File: config.mk
export PLATFORM = sky130hd
export DESIGN_NAME = uart_rx_flat
export DESIGN_NICKNAME = d
export VERILOG_FILES = /design/src/rtl/uart_rx_if.sv /design/src/rtl/uart_rx.sv /design/src/flat_wrapper.sv
export SDC_FILE = /design/constraint.sdc
export NUM_CORES = 1
export LEC_CHECK = 0
export ABC_AREA = 1
export CAP_MARGIN = 0
export CORE_ASPECT_RATIO = 1.2
export CORE_MARGIN = 1
export CORE_UTILIZATION = 35
export CTS_CLUSTER_SIZE = 30
export DETAILED_ROUTE_END_ITERATION = 10
export GPL_TIMING_DRIVEN = 0
export PLACE_DENSITY = 0.6
export SLEW_MARGIN = 0
export SYNTH_ARGS = -nofsm -noshare
export SYNTH_HDL_FRONTEND = slang
export SYNTH_SLANG_ARGS = --single-unit
File: constraint.sdc
create_clock -name clk -period 1.9 [get_ports clk]
set_input_delay 0.38 -clock clk [delete_from_list [all_inputs] [get_ports clk]]
set_output_delay 0.38 -clock clk [all_outputs]
set_load 0.1 [all_outputs]
File: src/rtl/uart_rx_if.sv
// uart_rx_if: serial line, frame config and received-byte status for uart_rx
//   master: drives i_rx/i_parity_en/i_even_parity, observes receiver outputs
//   slave : the receiver; consumes the line and config, drives o_* status
interface uart_rx_if;
   logic       i_rx;
   logic       i_parity_en;
   logic       i_even_parity;
   logic [7:0] o_data_out;
   logic       o_rx_valid;
   logic       o_parity_err;
   logic       o_frame_err;
   logic       o_rx_busy;
   modport master (
      output i_rx, i_parity_en, i_even_parity,
      input  o_data_out, o_rx_valid, o_parity_err, o_frame_err, o_rx_busy
   );
   modport slave (
      input  i_rx, i_parity_en, i_even_parity,
      output o_data_out, o_rx_valid, o_parity_err, o_frame_err, o_rx_busy
   );
endinterface

File: src/rtl/uart_rx.sv
// uart_rx: oversampling UART receiver, 8N1 / 8E1 / 8O1 frames, LSB first
//   clk   : system clock, rising edge
//   rst_n : asynchronous active-low reset
//   bus   : uart_rx_if.slave
//     i_rx          serial line, idle high, asynchronous to clk
//     i_parity_en   frame carries a parity bit after D7
//     i_even_parity 1 = even parity, 0 = odd
//     o_data_out    last received byte, held until next o_rx_valid
//     o_rx_valid    one-cycle pulse when data/error flags update
//     o_parity_err  parity mismatch on last frame
//     o_frame_err   stop bit sampled low on last frame
//     o_rx_busy     receiver is inside a frame
module uart_rx #(
   parameter int CLKS_PER_BIT = 16
) (
   input logic     clk,
   input logic     rst_n,
   uart_rx_if.slave bus
);
   localparam int CW = $clog2(CLKS_PER_BIT);
   localparam logic [2:0] IDLE   = 3'd0;
   localparam logic [2:0] START  = 3'd1;
   localparam logic [2:0] DATA   = 3'd2;
   localparam logic [2:0] PARITY = 3'd3;
   localparam logic [2:0] STOP   = 3'd4;
   localparam logic [CW-1:0] HALF = CW'(CLKS_PER_BIT / 2 - 1);
   localparam logic [CW-1:0] FULL = CW'(CLKS_PER_BIT - 1);
   logic          r_sync1, r_sync2, r_prev;
   logic [1:0]    r_flush;
   logic [2:0]    r_state;
   logic [CW-1:0] r_cnt;
   logic [2:0]    r_bit;
   logic [7:0]    r_shift;
   logic          r_cfg_pen, r_cfg_even, r_perr;
   logic [7:0]    r_data;
   logic          r_valid, r_perr_out, r_ferr_out;
   logic          w_rx_s, w_fall, w_centre;
   assign w_rx_s   = r_sync2;
   assign w_fall   = r_prev & ~w_rx_s;
   assign w_centre = r_cnt == FULL;
   always_ff @(posedge clk or negedge rst_n) begin
      if (!rst_n) begin
         r_sync1    <= 1'b1;
         r_sync2    <= 1'b1;
         r_prev     <= 1'b0;
         r_flush    <= 2'b00;
         r_state    <= IDLE;
         r_cnt      <= '0;
         r_bit      <= '0;
         r_shift    <= '0;
         r_cfg_pen  <= 1'b0;
         r_cfg_even <= 1'b0;
         r_perr     <= 1'b0;
         r_data     <= '0;
         r_valid    <= 1'b0;
         r_perr_out <= 1'b0;
         r_ferr_out <= 1'b0;
      end else begin
         r_sync1 <= bus.i_rx;
         r_sync2 <= r_sync1;
         // The synchroniser's reset value is not a real line level; only arm edge
         // detection once it has been flushed, so a line already low after reset
         // is not mistaken for a start bit.
         r_flush <= {r_flush[0], 1'b1};
         r_prev  <= w_rx_s & r_flush[1];
         r_valid <= 1'b0;
         r_cnt   <= r_cnt + CW'(1);
         case (r_state)
            IDLE: if (w_fall) begin
               r_state    <= START;
               r_cnt      <= '0;
               r_perr     <= 1'b0;
               r_cfg_pen  <= bus.i_parity_en;
               r_cfg_even <= bus.i_even_parity;
            end
            START: if (r_cnt == HALF) begin
               r_state <= w_rx_s ? IDLE : DATA;
               r_cnt   <= '0;
               r_bit   <= '0;
            end
            DATA: if (w_centre) begin
               r_cnt   <= '0;
               r_shift <= {w_rx_s, r_shift[7:1]};
               r_bit   <= r_bit + 3'd1;
               if (r_bit == 3'd7) r_state <= r_cfg_pen ? PARITY : STOP;
            end
            PARITY: if (w_centre) begin
               r_cnt   <= '0;
               r_perr  <= (^{r_shift, w_rx_s}) ^ ~r_cfg_even;
               r_state <= STOP;
            end
            STOP: if (w_centre) begin
               // Returning to IDLE at the stop-bit centre leaves half a bit to
               // catch a back-to-back start edge.
               r_cnt      <= '0;
               r_data     <= r_shift;
               r_perr_out <= r_cfg_pen & r_perr;
               r_ferr_out <= ~w_rx_s;
               r_valid    <= 1'b1;
               r_state    <= IDLE;
            end
            default: r_state <= IDLE;
         endcase
      end
   end
   assign bus.o_data_out   = r_data;
   assign bus.o_rx_valid   = r_valid;
   assign bus.o_parity_err = r_perr_out;
   assign bus.o_frame_err  = r_ferr_out;
   assign bus.o_rx_busy    = r_state != IDLE;
endmodule
File: src/flat_wrapper.sv
// flat-port wrapper written by rule: the top's interface ports become plain ports
module uart_rx_flat 
#(
   parameter int CLKS_PER_BIT = 16
)
  (clk, rst_n, bus_i_rx, bus_i_parity_en, bus_i_even_parity, bus_o_data_out, bus_o_rx_valid, bus_o_parity_err, bus_o_frame_err, bus_o_rx_busy);
  uart_rx_if bus_i ();
  input logic clk;
  input logic rst_n;
  input wire logic [$bits(bus_i.i_rx)-1:0] bus_i_rx;
  input wire logic [$bits(bus_i.i_parity_en)-1:0] bus_i_parity_en;
  input wire logic [$bits(bus_i.i_even_parity)-1:0] bus_i_even_parity;
  output wire logic [$bits(bus_i.o_data_out)-1:0] bus_o_data_out;
  output wire logic [$bits(bus_i.o_rx_valid)-1:0] bus_o_rx_valid;
  output wire logic [$bits(bus_i.o_parity_err)-1:0] bus_o_parity_err;
  output wire logic [$bits(bus_i.o_frame_err)-1:0] bus_o_frame_err;
  output wire logic [$bits(bus_i.o_rx_busy)-1:0] bus_o_rx_busy;
  assign bus_i.i_rx = bus_i_rx;
  assign bus_i.i_parity_en = bus_i_parity_en;
  assign bus_i.i_even_parity = bus_i_even_parity;
  assign bus_o_data_out = bus_i.o_data_out;
  assign bus_o_rx_valid = bus_i.o_rx_valid;
  assign bus_o_parity_err = bus_i.o_parity_err;
  assign bus_o_frame_err = bus_i.o_frame_err;
  assign bus_o_rx_busy = bus_i.o_rx_busy;
  uart_rx #(.CLKS_PER_BIT(CLKS_PER_BIT)) u_core (.clk(clk), .rst_n(rst_n), .bus(bus_i));
endmodule
==> key figures, run 1 <==
Timing
  – Worst Max-Slew Pin Slew: roughly 960 ps
  – Period minus WS final: 1860 ps
  – Hold slack final: around 190 ps
  – Final hold vios: 0
  – RSZ-0062 raised after global routing: false
  – Max_slew headroom: 0.3649
  – Total negative slack: 0 ps
  – Final critical-path setup slack: 40.39 ps
  – Final Cycle Share: 0.9787
  – Clock Skews: ~9.6 ps
  – Highest Clock Rate: 537.7 MHz
  – Final slew viol count: 0
  – Setup violators final: 0

Finish
  – P&R area growth vs syn: 18.48%
  – Util after Layout: 0.4388
  – Layout Nets: between 200 and 250
  – Share of cells above drive strength 1: 0.1629
  – ANT cells: 0

Global routing
  – First-pass GRT wire length: 5802 µm
  – Antenna violations before repair: 0
  – Remaining Overflow, GRT: 0
  – Largest net degree at the start of global routing: 38
  – Vias in the first global route: between 1000 and 1500
  – Global-route usage over all layers: 0.1483

Routing
  – Routed vias/inst: 4.527
  – Drt total wl: 3137 µm
  – Vias after detailed routing: 1263
  – Post-route ant nets: 0
  – DR iter-0 viols: 59
  – Drt wl/cell: 11.24 µm
  – Drt pass-1 iters: 4
  – DRC: 0

Floorplan
  – Die Y: 78.94 µm
  – Num ports: 17
  – Die extent in x: 66.12 µm
  – Site Rows: 27
  – Core ar.: approximately 4700 µm²
  – Die area: 5219 µm²
  – Starting Density: 0.3704

Yosys
  – Yosys warnings: 0
  – Cell Area, Synth: 1727 µm²
  – Syn avg cell area: roughly 8.8 µm²
  – Asr flop ratio synth: 1.000
  – Prevailing post-synth register cell: dfrtp_1
  – #FFs+latches synth: 37
  – Number of synthesized flops with an enable pin: 0
  – Yosys cell types: 26
  – Post-synthesis sequential area ratio: 0.5377
  – Syn_nets: 205
  – Syn Inst Count: 197

Critical path
  – Number of buffers and inverters on the critical path: 1
  – CP max stage delay: about 830 ps
  – Critical Path Sink Type: primary output
  – CP Launch Point: u_core.bus.o_data_out[4]
  – Worst Path Required: 1520 ps
  – R2R Path Start: u_core.r_cnt[0]
  – CP cell instances: clkdlybuf4s15_1
  – Critical path type: reg -> out
  – Slowest library cell on the worst path: clkdlybuf4s15_1
  – Crit path max fanout: 2
  – Worst Path Arrival: approximately 1500 ps
  – Crit start category: flop
  – Cell family with most CP delay: buffers and inverters

Outcome
  – Run status: finished clean

Clock network
  – H-tree depth: 2
  – Post-cts resize count: 17
  – TritonCTS clock tree: done
  – # Post-CTS Setup Buffers: 0
  – TritonCTS Buffers: 5
  – TritonCTS Sinks: 37
  – Clock Path Buffers: 2
  – Clock Latency Late Sink: 290 ps
  – CTS root buf: clkbuf_8
  – Hold_buf cts: 0
  – Clk pin slew, worst setup/hold paths: approximately 80 ps

Power and ir drop
  – Clock share of power: 0.276
  – VDD IR max: about 440 µV
  – Internal Dissipation: 1.595 mW
  – Total Power: around 2.6 mW
  – Flop pwr share: 0.385
  – Sw Share: 0.3904
  – Lkg Pwr: 1.054 nW
  – PD cells: roughly 1300 nW/µm²
  – Sw power: 1.022 mW
  – Combinational fraction of design power: 0.340

Job
  – Max cap viols: 0

Min path
  – HP Class: in -> async

Placed design
  – Port-buffer cells: 16
  – Hpwl dp: 2217 µm
  – Routability cong.: about 0.78
  – DP Worst Slack: -362.3 ps
[final timing paths]
check | slack, ps | to | cells after the start
max reg2reg | 250 | u_core.bus.o_data_out[4] | 7
min in group clk | 360 | u_core.r_flush[1] | 0
min | 190 | u_core.bus.o_data_out[4] | 1
min reg2reg | 360 | u_core.r_flush[1] | 0
max in group asynchronous | 1180 | u_core.r_flush[0] | 1
max | 40 | bus_o_data_out[4] | 1
[metal layers]
metal,up-vias,wire length (µm),track usage
met3,7,89,0.03879
li1,669,-,-
met1,569,1552,0.1870
met5,-,0,0
met4,0,80,0.07660
met2,18,1414,0.2306
[cells in the mapped netlist, types with 2 or more instances]
cell | instances | share of area
nand2_2 | 3 | 0.011
dfrtp_1 | 35 | 0.51
ha_1 | 3 | 0.022
nor2_1 | 19 | 0.041
nand2_1 | 51 | 0.11
nand3_1 | 12 | 0.035
o21ai_0 | 11 | 0.032
o211ai_1 | 2 | 0.0087
nor2_2 | 2 | 0.0072
buf_6 | 2 | 0.013
a21oi_1 | 14 | 0.041
inv_1 | 20 | 0.043
nand2_4 | 2 | 0.013
o21ai_1 | 4 | 0.012
xor2_1 | 2 | 0.010
inv_2 | 4 | 0.0087
dfstp_2 | 2 | 0.030
[through the flow]
| step | cell area [µm²] | instances |
|---|---|---|
| 3_3_place_gp | 1959 | 271 |
| 4_1_cts | 2066 | 279 |
| 3_5_place_dp | 1954 | 271 |
| 6_report | 2046 | 279 |
| 2_1_floorplan | 1727 | 197 |
| 5_1_grt | 2046 | 279 |
[cells in the final DEF (no fill, tap or decap)]
cell type / synthesis / routed
buf_6: 2 / 2
dlygate4sd2_1: 0 / 1
a21o_1: 1 / 1
nand2_2: 3 / 3
nand2_4: 2 / 2
o21ai_0: 11 / 11
o21ai_2: 1 / 1
inv_1: 20 / 20
clkdlybuf4s50_1: 0 / 3
o211ai_1: 2 / 2
nand3_1: 12 / 12
clkinvlp_4: 0 / 1
inv_2: 4 / 4
xor2_1: 2 / 2
nor2_4: 1 / 1
nor2_1: 19 / 19
clkbuf_4: 0 / 1
nand2_1: 51 / 51
clkbuf_8: 0 / 6
buf_2: 1 / 2
conb_1: 1 / 1
a21oi_1: 14 / 14
mux2_4: 1 / 1
clkbuf_2: 0 / 5
dfrtp_1: 35 / 35
ha_1: 3 / 3
dfstp_2: 2 / 2
nor2_2: 2 / 2
clkdlybuf4s15_1: 0 / 5
bufinv_16: 0 / 1
nor3_4: 1 / 1
nor2_8: 1 / 1
o22ai_1: 1 / 1
o21ai_1: 4 / 4
[sequential cells by signal, summed over array words and instances, names as in the netlist, 2 cells and up]
register / flops
u_core.r_cnt: 4
u_core.r_shift: 8
u_core.r_state: 3
u_core.r_flush: 2
u_core.bus.o_data_out: 8
u_core.r_bit: 3
[cell families (layout without fill, tap and decap cells)]
family,after synthesis,after routing,share of synthesized area
adder cells (fa/ha/maj),3,3,0.02174
buffers and inverters,27,51,0.06811
XOR/XNOR,2,2,0.01015
other,1,1,0.002172
multiplexers,1,1,0.008693
flip-flops,37,37,0.5377
AND/OR/NAND/NOR,92,92,0.2457
AO/OA/AOI/OAI,34,34,0.1058
[layout make-up]
type / count / area, µm²
Clock inverter: 2 / 37.54
Sequential cell: 37 / 928.4
Clock buffer: 6 / 82.58
Fill cell: 477 / 2616
Timing Repair Buffer: 16 / 126.4
Buffer: 3 / 27.53
Tap cell: 58 / 72.57
Multi-Input combinational cell: 133 / 680.7
Inverter: 24 / 90.09
[power by group through the flow]
stage	Clock, mW	Combinational, mW	Sequential, mW
after global placement	0	0.907	1.02
after CTS	0.746	0.906	1.01
after detailed placement	0	0.915	1.02
after global routing	0.782	1.01	1.02
after floorplan	0	0.670	1.08
final	0.722	0.889	1.01
Power figures use the tool's default switching activity.
==> run 2, diff against run 1 <==
- MAX_ROUTING_LAYER: unset -> met4
==> results of run 2 <==
Same layout as run 1: the final DEF is identical, and so are final timing and power.
Main changes from that run: final weighted congestion in routability-driven placement 0.7757 -> 0.7863; overall routing resource usage 0.1483 -> 0.1524; violation count after the first detailed-route iteration 59 -> 64
==> patch 1: new RTL, config.mk and constraints of run 1 <==
`CLKS_PER_BIT` is set to 16 in 2 places; all go to 8.
--- a/src/rtl/uart_rx.sv
+++ b/src/rtl/uart_rx.sv
@@ -13,3 +13,3 @@
 module uart_rx #(
-   parameter int CLKS_PER_BIT = 16
+   parameter int CLKS_PER_BIT = 8
 ) (
--- a/src/flat_wrapper.sv
+++ b/src/flat_wrapper.sv
@@ -3,3 +3,3 @@
 #(
-   parameter int CLKS_PER_BIT = 16
+   parameter int CLKS_PER_BIT = 8
 )
Behaviour: not the same (Yosys sat finds a counterexample within 10 cycles, from zero or initial values and one cycle with rst_n low).
==> patch 1 against run 1 <==
Synthesized cell count unchanged; total power down 7.0%; largest power group unchanged; sequential power down 5%; wire length down 0.64%; core utilization up 0.27 points; combinational power about the same; sequential cell count down 1; final area up 2.1%; count of clock-buffer cells in the layout up 2; global-route usage down 1.1 points; cell count unchanged; non-clock buffer count down 1; highest routed layer unchanged; area after synthesis up 2.4%; setup slack better by 0.0023 ns.
==> patch 1: results <==
group,metric,value,unit
layout,n_antenna_cell,0,
place,place_ws,-0.337,ns
place,dpl.hpwl,2.29,mm
global_routing,grt_pass1_vias,1174,
setup_path,slowest_delay,0.85,ns
yosys,synthFlopType,"dfrtp_1",
yosys,ys_types,24,
setup_path,crit_arrival,1.48,ns
yosys,synth_area_per_cell,8.97,µm²
clock_tree,clockBufferDepth,2,
pwr,leakagePower,1.09,nW
yosys,synth-seq-area-share,51.1,%
outcome,outcome,"finished, final reports clean",
global_routing,grt_max_degree,37,
drt,m1WireLength,1.45,mm
place,dp.cells,271,
layout,drive_gt1_share,24.0,%
drt,wl,3.12,mm
yosys,synth_common_cells,"nand2_1, dfrtp_1, inv_1, o21ai_2, nand3_1",
pwr,peakVddDrop,436,µV
yosys,yosys_warnings,0,
clock_tree,htree_num_levels,2,
drt,top_layer,"met4",
layout,fin_nets,231,
drt,dr_wl_met2,1.53,mm
clock_tree,clkLatencyLatePin,0.28,ns
setup_path,slowest_stage,"dlygate4sd2_1",
place,gp_congestion,0.830,
yosys,synth.area.top_cells,"dfrtp_1, nand2_1, o21ai_2",
clock_tree,path_clk_slew,0.07,ns
sta,clock_skew,0.00409,ns
drt,vias,1291,
drt,dr_wl_met3,101,µm
global_routing,grt_util_all_layers,13.8,%
sta,tightest_slew,0.951,ns
clock_tree,post-cts-setup-buffers,0,
yosys,synth.net_count,208,
global_routing,grt_pass1_wl,5.41,mm
drt,viasPerCell,4.63,
drt,drt_iter0_markers,81,
## patch 1: changes by cell type after synthesis, sizes merged, moves of 2 or more
cell    delta
nand3      +2
xor2       -2
ha         +3
a21oi     -13
a31oi      +2
o211ai     -2
nand2     +13
nor2      -15
o21ai      +8
inv        +4
## patch 1: path summary, 6_finish.rpt
kind                                                      startpoint                                   to  slack (ns)  cells after the start
worst max-delay path            u_core.bus.o_data_out[4]$_DFFE_PN0P_                    bus_o_data_out[4]        0.04                      1
min in group clk                         u_core.r_flush[0]$_DFF_PN0_          u_core.r_flush[1]$_DFF_PN0_        0.35                      0
max in group asynchronous                                      rst_n            u_core.r_cnt[1]$_DFF_PN0_        1.22                      1
worst min register to register           u_core.r_flush[0]$_DFF_PN0_          u_core.r_flush[1]$_DFF_PN0_        0.35                      0
worst max register to register             u_core.r_cnt[0]$_DFF_PN0_  u_core.bus.o_parity_err$_DFFE_PN0P_        0.25                      8
worst min-delay path                                           rst_n        u_core.r_state[2]$_DFFE_PN0P_        0.17                      1
## patch 1: timing repair
item                                    CTS  global route
resized for setup                        14             9
hold buffers                              0             0
endpoints found under the setup margin   12             5
gates cloned                              0             0
## patch 1: cell type report
type	count	area, µm²
sequential	36	903
tap	58	72.6
fill	478	2640
buffer	2	22.5
inverter	28	105
timing repair buffer	16	143
multi-input combinational	131	742
clock buffer	8	100
## patch 1: metal layers
metal | track usage (%) | up-vias
li1 | - | 671
met1 | 16.4 | 599
met2 | 22.8 | 16
met3 | 3.86 | 5
met4 | 5.74 | 0
met5 | 0 | -
## patch 1: logic make-up after synthesis
logic type | count (synthesis) | synth area share, %
mux | 1 | 0.637
simple gates | 92 | 22.5
compound gates | 31 | 14.1
fa+ha+maj | 6 | 4.25
flops | 36 | 51.1
buf+inv | 30 | 7.22
other cells | 1 | 0.212
## patch 1: through the flow
step	hold WS, ns	area [µm²]
4_1_cts	0.211	2080
3_5_place_dp	0.335	2000
2_1_floorplan	0.0844	1770
6_report	0.172	2090
3_3_place_gp	0.335	2000
5_1_grt	0.252	2090
## patch 1: where the power goes
part	internal, W	switching (W)
combinational	0.000279	0.000610
sequential	0.000872	0.0000887
clock	0.000331	0.000254
==> patch 2: new RTL, config.mk and constraints of run 1 <==
Without the edit above. Make the reset (`rst_n`) synchronous in one clocked block. Comments in the files are not updated.
--- a/src/rtl/uart_rx.sv
+++ b/src/rtl/uart_rx.sv
@@ -40,3 +40,3 @@
    assign w_centre = r_cnt == FULL;
-   always_ff @(posedge clk or negedge rst_n) begin
+   always_ff @(posedge clk) begin
       if (!rst_n) begin
Function: differs if rst_n is asserted again (counterexample within 10 cycles, from zero or initial values and one cycle with rst_n low); with rst_n held inactive, the same outputs for 10 cycles.
==> patch 2 against run 1 <==
First-iteration DRC count decreased by 27%; final area is 6.0% lower; area after synthesis shrank 7.0%; core utilization grew 0.57 points; setup slack gained 0.0086 ns; sequential share of layout area shrank 6.9 points; fmax rose by 0.46%; wire length increased by 7.0%; synthesized cell count grew 5.6%; sequential cell count did not move; total power fell by 15%; non-clock buffer count rose by 1; sequential power down 12%; critical endpoint is now bus_o_parity_err; highest routed layer unchanged.
==> patch 2: results <==
group,metric,value,unit
yosys,synth-seq-area-share,46.1,%
setup_path,critPathMaxFanout,2,
yosys,synthFlopType,"dfxtp_1",
clock_tree,path_clk_slew,0.08,ns
outcome,outcome,"finished, final reports clean",
setup_path,rrSetupSlack,0.39,ns
clock_tree,cts_inserted_buffers,5,
clock_tree,root_buffer,"clkbuf_8",
yosys,yosys_warnings,0,
setup_path,rr_startpoint,"u_core.r_cnt[0]$_SDFF_PN0_",
yosys,ys_types,27,
sta,tightest_slew,0.955,ns
global_routing,grt_pass1_wl,5.70,mm
global_routing,grt_util_all_layers,15.3,%
layout,n_antenna_cell,0,
clock_tree,clockBufferDepth,2,
layout,fin_nets,239,
setup_path,crit_start,"u_core.bus.o_parity_err$_SDFFE_PN0P_",
global_routing,antenna_found_initial,0,
pwr,leakagePower,0.887,nW
drt,viasPerCell,4.65,
setup_path,critPathCapture,"bus_o_parity_err",
pwr,peakVddDrop,546,µV
drt,drt_iter0_markers,43,
place,dpl_cell_area,1840,µm²
setup_path,reg2reg_to,"u_core.r_shift[6]$_SDFFE_PN0P_",
setup_path,path_delay_family,"buffers and inverters",
setup_path,slowest_delay,0.85,ns
yosys,synthArstFlopShare,0,%
global_routing,grt_max_degree,12,
clock_tree,htree_num_levels,2,
drt,wl,3.36,mm
clock_tree,clkLatencyLatePin,0.29,ns
drt,drt-pass1-iter-count,4,
setup_path,slowest_stage,"dlygate4sd2_1",
place,io_buffers,16,
yosys,synth_common_cells,"dfxtp_1, nand2_1, nor2_1, o21ai_0, inv_1",
place,gp_congestion,0.781,
sta,clock_skew,0.00545,ns
yosys,synth.net_count,216,
hold_path,min_path_type,"flop to flop",
setup_path,r2r_cells,8,
yosys,synth.area.top_cells,"dfxtp_1, o21ai_0, nand2_1",
layout,drive_gt1_share,14.7,%
place,dpl.hpwl,2.38,mm
clock_tree,cts_hold_buf,0,
setup_path,crit_arrival,1.47,ns
patch 2: cell types whose count changed in the layout (fill, tap and decap cells not counted), sizes merged, moves of 7 or more:
cell	change
dfrtp	-35
dfxtp	+37
dlygate4sd2	+9
nand2	-20
nor2	+7
o21ai	+13
patch 2: logic make-up after synthesis:
family	synth area share [%]
AOI/OAI and AO/OA	16.7
xor gates and xnor gates	2.73
adders and majority gates	2.34
buffers and inverters	8.72
DFF	46.1
and+or+nand+nor	23.4
patch 2: power breakdown:
part	leakage (nW)	total (W)	switching (W)	internal, W
sequential	0.300	0.000885	0.0000492	0.000836
clock	0.0542	0.000606	0.000278	0.000328
combinational	0.533	0.000723	0.000506	0.000217
patch 2: area by class of cell:
type	count	area, µm²
clock buffers	7	96.3
well taps	56	70.1
flip-flops and latches	37	741
fillers	448	2400
clock inverters	1	5.00
multi-input cells	138	726
inverters	29	110
repair buffers	16	145
plain buffers	4	30.0
patch 2: layer usage:
layer / up-vias / global-route usage [%] / share of wire, %
li1: 708 / - / -
met1: 604 / 17.3 / 44
met2: 22 / 26.4 / 50
met3: 6 / 3.89 / 4.1
met4: 0 / 7.05 / 1.9
met5: - / 0 / 0
patch 2: how the worst min path moves through the flow:
stage,slack [ns],endpoint,cells past startpoint,startpoint
finish,0.42,u_core.r_sync2$_SDFF_PN1_,1,u_core.r_sync1$_SDFF_PN1_
global route,0.44,u_core.r_sync2$_SDFF_PN1_,1,u_core.r_sync1$_SDFF_PN1_
CTS,0.42,u_core.r_sync2$_SDFF_PN1_,1,u_core.r_sync1$_SDFF_PN1_
detailed placement,0.40,u_core.r_flush[1]$_SDFF_PN0_,2,u_core.r_flush[0]$_DFF_P_
global placement,0.40,u_core.r_sync2$_SDFF_PN1_,1,u_core.r_sync1$_SDFF_PN1_
floorplan,0.39,u_core.r_flush[1]$_SDFF_PN0_,2,u_core.r_flush[0]$_DFF_P_
patch 2: timing repair:
item / in CTS / in global routing
cloned: 0 / 0
endpoints found under the setup margin: 12 / 2
hold endpoints to repair: 0 / 0
buffers inserted: 0 / 0
gates resized for setup: 16 / 2
patch 2: per-stage QoR:
stage	hold WS [ns]	total power, W	instances	setup WS, ns
final	0.417	0.00221	288	0.0490
after global routing	0.436	0.00236	288	0.000285
after CTS	0.422	0.00222	288	0.0347
after detailed placement	0.401	0.00164	280	-0.340
after global placement	0.395	0.00164	280	-0.335
after floorplan	0.390	0.00150	208	0.371
